**config.mk**
```make
export PLATFORM = sky130hd
export DESIGN_NAME = mem_access
export DESIGN_NICKNAME = d
export VERILOG_FILES = /design/src/rtl/mem_pkg.sv /design/src/rtl/m_lane_align.sv /design/src/rtl/mem_access.sv
export SDC_FILE = /design/constraint.sdc
export NUM_CORES = 1
export LEC_CHECK = 0
export ABC_AREA = 0
export BUFFER_PORTS_ARGS = -buffer_cell sky130_fd_sc_hd__buf_2
export CAP_MARGIN = 40
export CORE_AREA = 2 2 90 127
export CTS_CLUSTER_DIAMETER = 30
export DETAILED_ROUTE_END_ITERATION = 10
export DIE_AREA = 0 0 92 129
export HOLD_SLACK_MARGIN = 0.15
export PLACE_DENSITY_LB_ADDON = 0.12
export SLEW_MARGIN = 20
export SYNTH_ARGS = -nofsm -noshare
export SYNTH_HDL_FRONTEND = slang
export SYNTH_SLANG_ARGS = --single-unit
```
**constraint.sdc**
```tcl
create_clock -name i_clk -period 5.4 [get_ports i_clk]
set_clock_uncertainty 0.2 [all_clocks]
set_input_delay 0.81 -clock i_clk [delete_from_list [all_inputs] [get_ports i_clk]]
set_output_delay 0.81 -clock i_clk [all_outputs]
set_load 0.005 [all_outputs]
```
**src/rtl/mem_pkg.sv**
```systemverilog
// Shared types and helpers for the memory-access stage.
// Size and state encodings plus byte-enable / alignment rules.
package mem_pkg;

  localparam logic [1:0] SZ_WORD = 2'b00;
  localparam logic [1:0] SZ_HALF = 2'b01;
  localparam logic [1:0] SZ_BYTE = 2'b10;

  typedef enum logic [1:0] {
    ST_IDLE = 2'b00,
    ST_BUSY = 2'b01,
    ST_DONE = 2'b10
  } state_e;

  function automatic logic [3:0] be_gen(
    input logic [1:0] size,
    input logic [1:0] off
  );
    logic [3:0] be;
    be = 4'b1111;
    unique case (1'b1)
      size == SZ_BYTE: be = 4'b0001 << off;
      size == SZ_HALF: be = 4'b0011 << {off[1], 1'b0};
      default:         be = 4'b1111;
    endcase
    return be;
  endfunction

  // Size 2'b11 decodes as a word, so it shares the word rule.
  function automatic logic misaligned(
    input logic [1:0] size,
    input logic [1:0] off
  );
    logic m;
    m = 1'b0;
    unique case (1'b1)
      size == SZ_BYTE: m = 1'b0;
      size == SZ_HALF: m = off[0];
      default:         m = |off;
    endcase
    return m;
  endfunction

endpackage

```
**src/rtl/m_lane_align.sv**
```systemverilog
// Byte-lane steering between the core and the 32-bit data bus.
// Store data replication / enables and load right-justification.
module m_lane_align
  import mem_pkg::*;
(
  input  logic [1:0]  size,
  input  logic [1:0]  st_off,
  input  logic [31:0] wdata,
  input  logic [1:0]  ld_off,
  input  logic [31:0] rdata,
  output logic [3:0]  be,
  output logic [31:0] wdata_rep,
  output logic [31:0] rdata_rj
);

  always_comb begin
    be        = be_gen(size, st_off);
    wdata_rep = wdata;
    unique case (1'b1)
      size == SZ_BYTE: wdata_rep = {4{wdata[7:0]}};
      size == SZ_HALF: wdata_rep = {2{wdata[15:0]}};
      default:         wdata_rep = wdata;
    endcase
  end

  // Upper bits are left for writeback to extend or discard.
  assign rdata_rj = rdata >> {ld_off, 3'b000};

endmodule

```
**src/rtl/mem_access.sv**
```systemverilog
// M-stage data-memory initiator: req/ack bus master with
// stall, misalignment rejection and bus timeout.
module mem_access #(
  parameter int TIMEOUT_CYC = 64,
  parameter int CNT_W       = 7
) (
  input  logic        i_clk,
  input  logic        i_rst_n,
  input  logic        i_con_Mmemread,
  input  logic        i_con_Mmemwrite,
  input  logic [1:0]  i_con_Msize,
  input  logic [31:0] i_data_addr,
  input  logic [31:0] i_data_wdata,
  output logic        o_con_stall,
  output logic [31:0] o_data_memout,
  output logic        o_con_memvalid,
  output logic        o_con_misalign,
  output logic        o_con_timeout,
  output logic        o_mem_req,
  output logic        o_mem_we,
  output logic [31:0] o_mem_addr,
  output logic [3:0]  o_mem_be,
  output logic [31:0] o_mem_wdata,
  input  logic        i_mem_ack,
  input  logic [31:0] i_mem_rdata
);
  import mem_pkg::*;

  localparam logic [CNT_W-1:0] CNT_LAST =
    CNT_W'(TIMEOUT_CYC - 1);

  state_e           state;
  logic [CNT_W-1:0] cnt;
  logic [1:0]       cap_off;
  logic             op;
  logic             mis;
  logic [3:0]       be_s;
  logic [31:0]      wdata_s;
  logic [31:0]      rdata_rj;

  assign op  = i_con_Mmemread | i_con_Mmemwrite;
  assign mis = misaligned(i_con_Msize, i_data_addr[1:0]);

  m_lane_align u_lane (
    .size      (i_con_Msize),
    .st_off    (i_data_addr[1:0]),
    .wdata     (i_data_wdata),
    .ld_off    (cap_off),
    .rdata     (i_mem_rdata),
    .be        (be_s),
    .wdata_rep (wdata_s),
    .rdata_rj  (rdata_rj)
  );

  always_comb begin
    o_con_stall    = 1'b0;
    o_con_misalign = 1'b0;
    if (state == ST_BUSY) begin
      o_con_stall = 1'b1;
    end else if (state == ST_IDLE && op) begin
      o_con_stall    = ~mis;
      o_con_misalign = mis;
    end
  end

  always_ff @(posedge i_clk or negedge i_rst_n) begin
    if (!i_rst_n) begin
      state          <= ST_IDLE;
      cnt            <= '0;
      cap_off        <= 2'b00;
      o_data_memout  <= '0;
      o_con_memvalid <= 1'b0;
      o_con_timeout  <= 1'b0;
      o_mem_req      <= 1'b0;
      o_mem_we       <= 1'b0;
      o_mem_addr     <= '0;
      o_mem_be       <= '0;
      o_mem_wdata    <= '0;
    end else begin
      unique case (state)
        ST_IDLE: begin
          if (op && !mis) begin
            state       <= ST_BUSY;
            cnt         <= '0;
            cap_off     <= i_data_addr[1:0];
            o_mem_req   <= 1'b1;
            o_mem_we    <= i_con_Mmemwrite;
            o_mem_addr  <= {i_data_addr[31:2], 2'b00};
            o_mem_be    <= be_s;
            o_mem_wdata <= wdata_s;
          end
        end
        ST_BUSY: begin
          cnt <= cnt + CNT_W'(1);
          // An ack on the final cycle still counts as success.
          if (i_mem_ack || cnt == CNT_LAST) begin
            state          <= ST_DONE;
            o_con_memvalid <= 1'b1;
            o_con_timeout  <= ~i_mem_ack;
            o_mem_req      <= 1'b0;
            o_mem_we       <= 1'b0;
            o_mem_addr     <= '0;
            o_mem_be       <= '0;
            o_mem_wdata    <= '0;
            if (!i_mem_ack)
              o_data_memout <= '0;
            else if (!o_mem_we)
              o_data_memout <= rdata_rj;
          end
        end
        ST_DONE: begin
          state          <= ST_IDLE;
          cnt            <= '0;
          o_con_memvalid <= 1'b0;
          o_con_timeout  <= 1'b0;
        end
        default: state <= ST_IDLE;
      endcase
    end
  end

endmodule

```
==> results.sh <==
export IMPL_critPathArrivalTime_ns=2.56
export IMPL_fp_dieW_um=92
export IMPL_synthFlopType="dfrtp_1"
export IMPL_reg2reg_depth=5
export IMPL_gp_congestion=0.861
export IMPL_cp_endpoint="o_con_stall"
export IMPL_max_slew_margin=0.486
export IMPL_via_per_inst=5.58
export IMPL_nFillCells=918
export IMPL_worstHoldPathType="flop to flop"
export IMPL_grtUsageTotal=0.246
export IMPL_leakagePower_nw=3.68
export IMPL_status="complete, no violations"
export IMPL_cp_required_ns=4.39
export IMPL_seq_area_frac_synth=0.540
export IMPL_tightest_slew_ns=0.768
export IMPL_end_kind="primary output"
export IMPL_io_pins=209
export IMPL_drive_gt1_frac=0.380
export IMPL_ys_warn_count=0
export IMPL_cts_sinks=113
export IMPL_wl_met3_um=1270
export IMPL_crit_path_start="i_con_Msize[0]"
export IMPL_wl_met1_um=5530
export IMPL_final_hold_viol_count=0
export IMPL_dr_pass1_iters=4
export IMPL_rsz0062_at_grt="no"
export IMPL_syn_inst=464
export IMPL_clkPwrFrac=0.290
export IMPL_cts_tree="built"
export IMPL_hpwlAfterDp_um=10200
export IMPL_n_antenna_cell=0
export IMPL_min_path_cells=1
export IMPL_netlist_area_um2=5240
export IMPL_drc_errors=0
export IMPL_power_frac_seq=0.361
export IMPL_r2r_end="o_data_memout[11]"
export IMPL_clkSlewWorstSetupHoldPaths_ns=0.05
export IMPL_htreeDepth=4
export IMPL_antenna_found_initial=0
export IMPL_fp_row_count=45
export IMPL_final_cell_mix="205 x buf_2, 113 x dfrtp_1, 88 x a22o_1"
export IMPL_finalSetupViolations=0
export IMPL_avgRoutedWirePerCell_um=17.6
export IMPL_root_buffer="clkbuf_16"
export IMPL_start_kind="primary input"
export IMPL_fp_coreArea_um2=10700
export IMPL_max_freq_mhz=280
export IMPL_portBuffers=206
export IMPL_clock_latency_ns=0.40
export IMPL_period_share=0.662
export IMPL_yosys_register_bits=113
export IMPL_final_cells=815
export IMPL_async_flop_share=1.00
export IMPL_dp_cells=780
export IMPL_p_int_w=0.00269
export IMPL_min_from="cnt[6]"
export IMPL_postRouteAntennaNets=0
export IMPL_via_count=4544
export IMPL_synth_edf_count=0
export IMPL_grt_pass1_vias=4498
export IMPL_cap_violations=0
export IMPL_cts_buffer_depth=2
export IMPL_dieArea_um2=11900
export IMPL_initial_utilization=0.489
export IMPL_mostFrequentLayoutCell="buf_2"
export IMPL_grt_max_degree=64
export IMPL_reg2reg_from="state[0]"
export IMPL_pwr_share_comb=0.349
export IMPL_cts_setup_buffers=0
export IMPL_sw_frac_of_total=0.330
export IMPL_cts_buffers=17
export IMPL_r2r_slack_ns=2.89
export IMPL_tns_ns=0
export IMPL_avgSynthCellArea_um2=11.3
export IMPL_synth_cell_types=45
export IMPL_top_layer="met4"
export IMPL_dieHeight_um=129
export IMPL_power_switching_w=0.00132
export IMPL_seqCellArea_um2=2830
export IMPL_dr_first_iter_drc_count=223
export IMPL_wl_met2_um=7230
export IMPL_area_growth_pct=33.1
export IMPL_layout_min_cycle_time_ns=3.57
export IMPL_critPathMaxFanout=45
export IMPL_crit_type="primary input to primary output"
export IMPL_grt_pass1_wl_um=23000
export IMPL_powerDensity_nw_per_um2=576
export IMPL_slew_viol_final=0
export IMPL_totalWireLength_um=14400
export IMPL_nNetsFinal=767
export IMPL_grt_overflow=0
export IMPL_multi_input_comb_area_um2=2120
export IMPL_ir_drop_mv=0.272
registers in the layout, indices dropped and copies added, names as in the netlist, 2 cells and up:
register / count
state: 2
o_mem_wdata: 32
o_mem_be: 4
o_mem_addr: 30
cap_off: 2
o_data_memout: 32
cnt: 7
critical path, cell delays in order:
cell and delay [ns]:
buf_2 0.10, inv_1 0.04, ha_1 0.27, buf_4 0.38
nor2_2 0.13, o22ai_4 0.34, nand2b_1 0.26, nand2_1 0.07
buf_2 0.16
kinds of logic after synthesis:
| kind of cell | count (synthesis) | synth area share |
|---|---|---|
| AO/OA/AOI/OAI | 177 | 0.269 |
| flip-flops | 113 | 0.540 |
| AND/OR/NAND/NOR | 87 | 0.0820 |
| buffers and inverters | 61 | 0.0585 |
| multiplexers | 22 | 0.0425 |
| adder cells (fa/ha/maj) | 3 | 0.00717 |
| other | 1 | 0.000716 |
what timing repair did:
action                                 CTS  global route
hold buffers                             1             0
resized for setup                        0             0
endpoints found under the hold margin   28             0
synth_stat cells (4+ instances only):
cell | number | area, µm²
nand2_1 | 40 | 150
nor2_1 | 9 | 33.8
buf_2 | 14 | 70.1
inv_1 | 22 | 82.6
nor3_1 | 12 | 60.1
dfrtp_1 | 113 | 2830
nand2b_1 | 6 | 37.5
a21oi_1 | 22 | 110
a221oi_1 | 8 | 70.1
o2bb2ai_1 | 4 | 35.0
clkbuf_1 | 13 | 48.8
o21ai_0 | 20 | 100
nor2b_1 | 10 | 62.6
mux2i_1 | 20 | 200
a211o_1 | 9 | 78.8
buf_6 | 7 | 78.8
a32o_1 | 8 | 80.1
a22o_1 | 88 | 771
metal layers:
metal | vias to the layer above | global-route usage
li1 | 2116 | -
met1 | 2198 | 0.295
met2 | 209 | 0.413
met3 | 21 | 0.0814
met4 | 0 | 0.0948
met5 | - | 0
layout make-up:
class	count	share of cell area
clock inverters	10	0.0226
inverters	22	0.0118
well taps	141	0.0253
repair buffers	216	0.163
clock buffers	22	0.0666
multi-input cells	291	0.305
flip-flops and latches	113	0.406
metrics by stage:
step	utilization	worst slack (ns)	instance area (µm²)	total power, W	hold WS [ns]
floorplan	-	2.50	5240	0.00228	0.240
global placement	0.585	1.76	6260	0.00280	0.254
detailed placement	0.590	1.84	6320	0.00285	0.262
CTS	0.649	1.83	6950	0.00403	0.270
global route	0.652	1.69	6970	0.00426	0.300
finish	0.652	1.83	6970	0.00401	0.272
power groups by stage:
stage	Sequential, W	Combinational [W]	Clock, W
2_1_floorplan	0.00144	0.000844	0
3_3_place_gp	0.00147	0.00133	0
3_5_place_dp	0.00147	0.00137	0
4_1_cts	0.00147	0.00138	0.00118
5_1_grt	0.00149	0.00155	0.00122
6_report	0.00145	0.00140	0.00117
worst min-delay path by stage:
stage	to	slack (ns)
3_5_place_dp	cnt[6]	0.26
5_1_grt	o_data_memout[1]	0.30
2_1_floorplan	cnt[6]	0.24
6_report	cnt[6]	0.27
4_1_cts	cnt[6]	0.27
3_3_place_gp	cnt[6]	0.25
(Power assumes the default switching activity.)
